==> src/rtl/ecg_sample_capture.sv <==
`default_nettype none
// ============================================================================
// Module   : ecg_sample_capture
// Brief    : Captures ADC words during the sample phase, after a settling
//            delay, and presents the 2**AVG_LOG2-sample average on a
//            valid/ready register with overrun and abort tracking.
// Revision : 1.0 - initial release
// ============================================================================
module ecg_sample_capture #(
    parameter int DW         = 12,
    parameter int AVG_LOG2   = 2,
    parameter int SETTLE_CYC = 2
) (
    input  logic          clk,
    input  logic          rst,
    input  logic [1:0]    state,
    input  logic [DW-1:0] adc_data,
    input  logic          adc_valid,
    output logic [DW-1:0] avg_data,
    output logic          avg_valid,
    input  logic          avg_ready,
    output logic          overrun,
    output logic [7:0]    abort_cnt
);

    localparam int               c_aw          = DW + AVG_LOG2;
    localparam logic [1:0]       c_ph_sample   = 2'b10;
    localparam logic [7:0]       c_settle_last = 8'((SETTLE_CYC > 0) ? SETTLE_CYC - 1 : 0);
    localparam logic [AVG_LOG2-1:0] c_smp_last = '1;

    typedef enum logic [2:0] {
        S_IDLE   = 3'd0,
        S_SETTLE = 3'd1,
        S_ACCUM  = 3'd2,
        S_DONE   = 3'd3,
        S_WAIT   = 3'd4
    } fsm_t;

    fsm_t                fsm_q, fsm_d;
    logic [1:0]          state_q;
    logic [7:0]          settle_q, settle_d;
    logic [AVG_LOG2-1:0] smp_q, smp_d;
    logic [c_aw-1:0]     acc_q, acc_d;
    logic [7:0]          abort_q, abort_d;
    logic [DW-1:0]       avg_data_q, avg_data_d;
    logic                avg_valid_q, avg_valid_d;
    logic                overrun_q, overrun_d;

    logic                w_in_sample;
    logic                w_enter;
    logic                w_abort;
    logic                w_load;
    logic [c_aw-1:0]     w_sum;

    assign w_in_sample = (state == c_ph_sample);
    // state_q resets to the sample code so a window open at reset release is skipped
    assign w_enter     = w_in_sample && (state_q != c_ph_sample);
    assign w_sum       = acc_q + c_aw'(adc_data);

    always_comb begin
        fsm_d    = fsm_q;
        settle_d = settle_q;
        smp_d    = smp_q;
        acc_d    = acc_q;
        w_abort  = 1'b0;
        w_load   = 1'b0;

        case (fsm_q)
            S_IDLE: begin
                if (w_enter) begin
                    settle_d = 8'd0;
                    smp_d    = '0;
                    acc_d    = '0;
                    if (SETTLE_CYC == 0) begin
                        fsm_d = S_ACCUM;
                    end else begin
                        fsm_d = S_SETTLE;
                    end
                end
            end
            S_SETTLE: begin
                if (!w_in_sample) begin
                    w_abort = 1'b1;
                end else if (settle_q == c_settle_last) begin
                    fsm_d = S_ACCUM;
                end else begin
                    settle_d = settle_q + 8'd1;
                end
            end
            S_ACCUM: begin
                if (!w_in_sample) begin
                    w_abort = 1'b1;
                end else if (adc_valid) begin
                    if (smp_q == c_smp_last) begin
                        w_load = 1'b1;
                        fsm_d  = S_DONE;
                        acc_d  = '0;
                        smp_d  = '0;
                    end else begin
                        acc_d = w_sum;
                        smp_d = smp_q + 1'b1;
                    end
                end
            end
            S_DONE: begin
                fsm_d = w_in_sample ? S_WAIT : S_IDLE;
            end
            S_WAIT: begin
                if (!w_in_sample) begin
                    fsm_d = S_IDLE;
                end
            end
            default: begin
                fsm_d = S_IDLE;
            end
        endcase

        if (w_abort) begin
            fsm_d    = S_IDLE;
            acc_d    = '0;
            smp_d    = '0;
            settle_d = 8'd0;
        end
    end

    always_comb begin
        abort_d     = abort_q;
        avg_data_d  = avg_data_q;
        avg_valid_d = avg_valid_q;
        overrun_d   = overrun_q;

        if (w_abort && (abort_q != 8'hFF)) begin
            abort_d = abort_q + 8'd1;
        end

        // A load wins over acceptance; overrun only if the old result was never taken
        if (w_load) begin
            avg_data_d  = w_sum[c_aw-1:AVG_LOG2];
            avg_valid_d = 1'b1;
            if (avg_valid_q && !avg_ready) begin
                overrun_d = 1'b1;
            end
        end else if (avg_valid_q && avg_ready) begin
            avg_valid_d = 1'b0;
        end
    end

    always_ff @(posedge clk) begin
        if (rst) begin
            fsm_q       <= S_IDLE;
            state_q     <= c_ph_sample;
            settle_q    <= 8'd0;
            smp_q       <= '0;
            acc_q       <= '0;
            abort_q     <= 8'd0;
            avg_data_q  <= '0;
            avg_valid_q <= 1'b0;
            overrun_q   <= 1'b0;
        end else begin
            fsm_q       <= fsm_d;
            state_q     <= state;
            settle_q    <= settle_d;
            smp_q       <= smp_d;
            acc_q       <= acc_d;
            abort_q     <= abort_d;
            avg_data_q  <= avg_data_d;
            avg_valid_q <= avg_valid_d;
            overrun_q   <= overrun_d;
        end
    end

    assign avg_data  = avg_data_q;
    assign avg_valid = avg_valid_q;
    assign overrun   = overrun_q;
    assign abort_cnt = abort_q;

endmodule
`default_nettype wire

==> config.mk <==
export PLATFORM = sky130hd
export DESIGN_NAME = ecg_sample_capture
export DESIGN_NICKNAME = d
export VERILOG_FILES = /design/src/rtl/ecg_sample_capture.sv
export SDC_FILE = /design/constraint.sdc
export NUM_CORES = 1
export LEC_CHECK = 0
export CAP_MARGIN = 0
export CORE_ASPECT_RATIO = 0.7
export CORE_MARGIN = 10
export CORE_UTILIZATION = 55
export CTS_BUF_LIST = sky130_fd_sc_hd__clkbuf_16
export CTS_CLUSTER_SIZE = 24
export DETAILED_ROUTE_END_ITERATION = 6
export GPL_TIMING_DRIVEN = 0
export PLACE_DENSITY_LB_ADDON = 0.25
export SKIP_CTS_REPAIR_TIMING = 1
export SLEW_MARGIN = 25
export SYNTH_ARGS = -nofsm -noshare
export SYNTH_HDL_FRONTEND = slang
export SYNTH_SLANG_ARGS = --single-unit
==> constraint.sdc <==
create_clock -name clk -period 4.3 [get_ports clk]
set_input_delay 0.645 -clock clk [delete_from_list [all_inputs] [get_ports clk]]
set_output_delay 0.645 -clock clk [all_outputs]
set_load 0.005 [all_outputs]
==> impl_metrics.ini <==
[status]
status = complete, no violations

[cts]
cts_num_sinks = 51
ctsLongestPathBuffers = 2
cts_root_buf = clkbuf_16
cts_tree = built
cts_inserted_buffers = 5
h-tree-depth = 2
clkLatencyLatePin_ns = 0.29
clk_pin_slew_ns = 0.07

[critical_path]
crit_fanout = 6
critical-path-max-stage-delay_ns = 0.43
critPathKind = in2reg
rr_endpoint = settle_q[7]
rrSetupSlack_ns = 2.00
cp_data_arrival_time_ns = 2.91
reg2reg_from = settle_q[0]
worst_setup_path_end_kind = flop
startpoint_type = input port
ff2ff_path_depth = 7
cp.required_ns = 4.54
crit_chain = clkdlybuf4s50_1 > ha_1 > a21o_1 > a31oi_1 > o21ai_0 > a221o_1 > nor4b_1 > a211o_1
crit_start = adc_data[6]
cp_slowest_cell = a221o_1
crit_end = avg_data[10]

[placement]
place_ws_ns = 1.37
routabilityCongestion = 0.846
io_buffers = 38
dp_hpwl_mm = 4.64

[layout]
fill_cells = 381
nets = 379
drive_above_1_share_pct = 7.54
areaGrowthSynthToFinish_pct = 23.5
n_antenna_cell = 0
multiInputGateArea_sq_um = 1530
seq_area_sq_um = 1020

[synthesis]
synth_flop_cell = dfxtp_1
syn-num-nets = 334
synth_cell_types = 52
async_flop_share_pct = 0
synth_area_sq_um = 2640
synth_top_cell_area_share_pct = 38.6
ys_ff_latch = 51
synth_edf_count = 0
yosys.area.top_type = dfxtp_1
synth_area_per_cell_sq_um = 8.84
ys_top_cells_by_area = dfxtp_1, ha_1, xor2_1
seq_area_frac_synth_pct = 38.6
yosysWarningCount = 0
synth_common_cells = dfxtp_1, nand2_1, nor2_1
syn-instance-count = 299
synthMostInstantiatedCell = dfxtp_1

[global_routing]
antenna_found_initial = 0
grt_pass1_vias = 2212
grt_pass1_wl_mm = 10.2
grtUsageTotal_pct = 15.7
grt_max_degree = 17
grt-ovfl-total = 0

[detailed_routing]
first_pass_iters = 5
wire_per_inst_um = 15.5
viasPerCell = 5.72
num_vias = 2300
drc_errors = 0
antenna_left = 0
routed_wirelength_mm = 6.23
drt_iter0_drc = 139

[floorplan]
rows = 21
start_util_pct = 56.2
die-area_sq_um = 8020
die_w_um = 103
core-area_sq_um = 4700
dieHeight_um = 78.0
io_pins = 40

[timing]
fin_hold_ws_ns = 0.467
max_slew.worst_pin.slew_ns = 0.666
fin_crit_sh_pct = 62.0
maxClockFrequency_ghz = 0.375
fin_tns_setup_ns = 0
fin_crit_ns = 2.67
timing.final.ws_setup_ns = 1.63
finClkSkew_ns = 0.00656
final_max_slew_viol_count = 0
rsz0062_at_grt = no
setup_violations = 0
relSlewSlack_pct = 55.3
hold_viol = 0

[job]
maxCapViolations = 0

[min_path]
hold_path.class = reg2reg

[pwr]
leakagePower_nw = 1.28
power_density_nw_per_um2 = 307
ir_drop_v = 0.000172
-- placed cells by master, fill, tap and decap left out, types with 2 or more instances in the layout --
cell type and count:
clkbuf_16 5, nor2_1 30, a21o_1 8, a22o_1 2
o21ai_0 8, a22oi_1 6, a21oi_1 22, buf_6 4
xor2_1 15, clkdlybuf4s50_1 38, a31oi_1 5, or3_1 2
a211oi_1 2, nand2_1 30, a211o_1 2, mux2i_1 3
nor3b_1 5, clkbuf_1 5, nor3_1 6, buf_1 2
nor4_1 2, buf_2 3, nand3_1 5, dfxtp_1 51
xnor2_1 8, o31ai_1 2, nand4_1 11, nand3b_1 4
or2_2 2, and2_1 3, o21bai_1 2, inv_1 3
nor2b_1 3, and3_1 4, ha_1 16, nand2b_1 5
-- final cells by class --
cell class	count	area share [%]
buffer	14	2.64
inverter	3	0.345
clock buffer	5	3.83
clock inverter	3	1.34
sequential	51	31.3
timing repair buffer	38	11.7
tap	57	2.18
multi-input combinational	231	46.7
-- metal layers --
layer	up-vias	GRT usage, %	part of all wire (%)
li1	1161	-	-
met1	1060	21.2	46
met2	72	23.0	44
met3	7	5.66	9.0
met4	0	4.43	0.98
met5	-	0	0
-- sequential cells by signal (all words and copies together), names as in the netlist --
name	cells
avg_valid	1
settle_q	8
smp_q	2
avg_data	12
state_q	2
acc_q	14
abort_cnt	8
fsm_q	3
overrun	1
-- power breakdown --
part	switching, mW	leakage (nW)	internal [mW]
Combinational	0.0417	0.782	0.0351
Sequential	0.00304	0.411	0.475
Clock	0.174	0.0838	0.274
-- cells by family (layout without fill, tap and decap cells) --
kind of cell / count (synthesis) / in the layout / share of synthesized area [%]
buffers and inverters: 17 / 63 / 3.69
flip-flops: 51 / 51 / 38.6
XOR/XNOR: 23 / 23 / 7.62
adder cells (fa/ha/maj): 17 / 17 / 8.33
multiplexers: 3 / 3 / 1.14
AND/OR/NAND/NOR: 122 / 122 / 24.3
AO/OA/AOI/OAI: 66 / 66 / 16.3
-- critical path: cells and delay by family --
family	cells	cell delay, ns
AOI/OAI and AO/OA	5	1.22
buffers and inverters	1	0.40
adders and majority gates	1	0.39
and+or+nand+nor	1	0.25
-- worst min path at each step --
stage	endpoint	cells after the start	slack [ns]	start
global placement	acc_q[7]	2	0.44	acc_q[7]
detailed placement	acc_q[7]	2	0.45	acc_q[7]
floorplan	acc_q[10]	2	0.43	acc_q[10]
CTS	acc_q[5]	2	0.46	acc_q[5]
finish	avg_data[3]	2	0.47	avg_data[3]
global route	acc_q[7]	2	0.49	acc_q[7]
-- per-stage QoR --
step	util [%]	power [mW]	instance area (sq um)	cells
2_1_floorplan	-	0.535	2640	299
3_3_place_gp	65.8	0.564	3100	394
3_5_place_dp	65.8	0.565	3100	394
4_1_cts	69.4	1.01	3260	402
5_1_grt	69.4	1.04	3260	402
6_report	69.4	1.00	3260	402
Note: power is estimated with default switching activity, not from simulation.
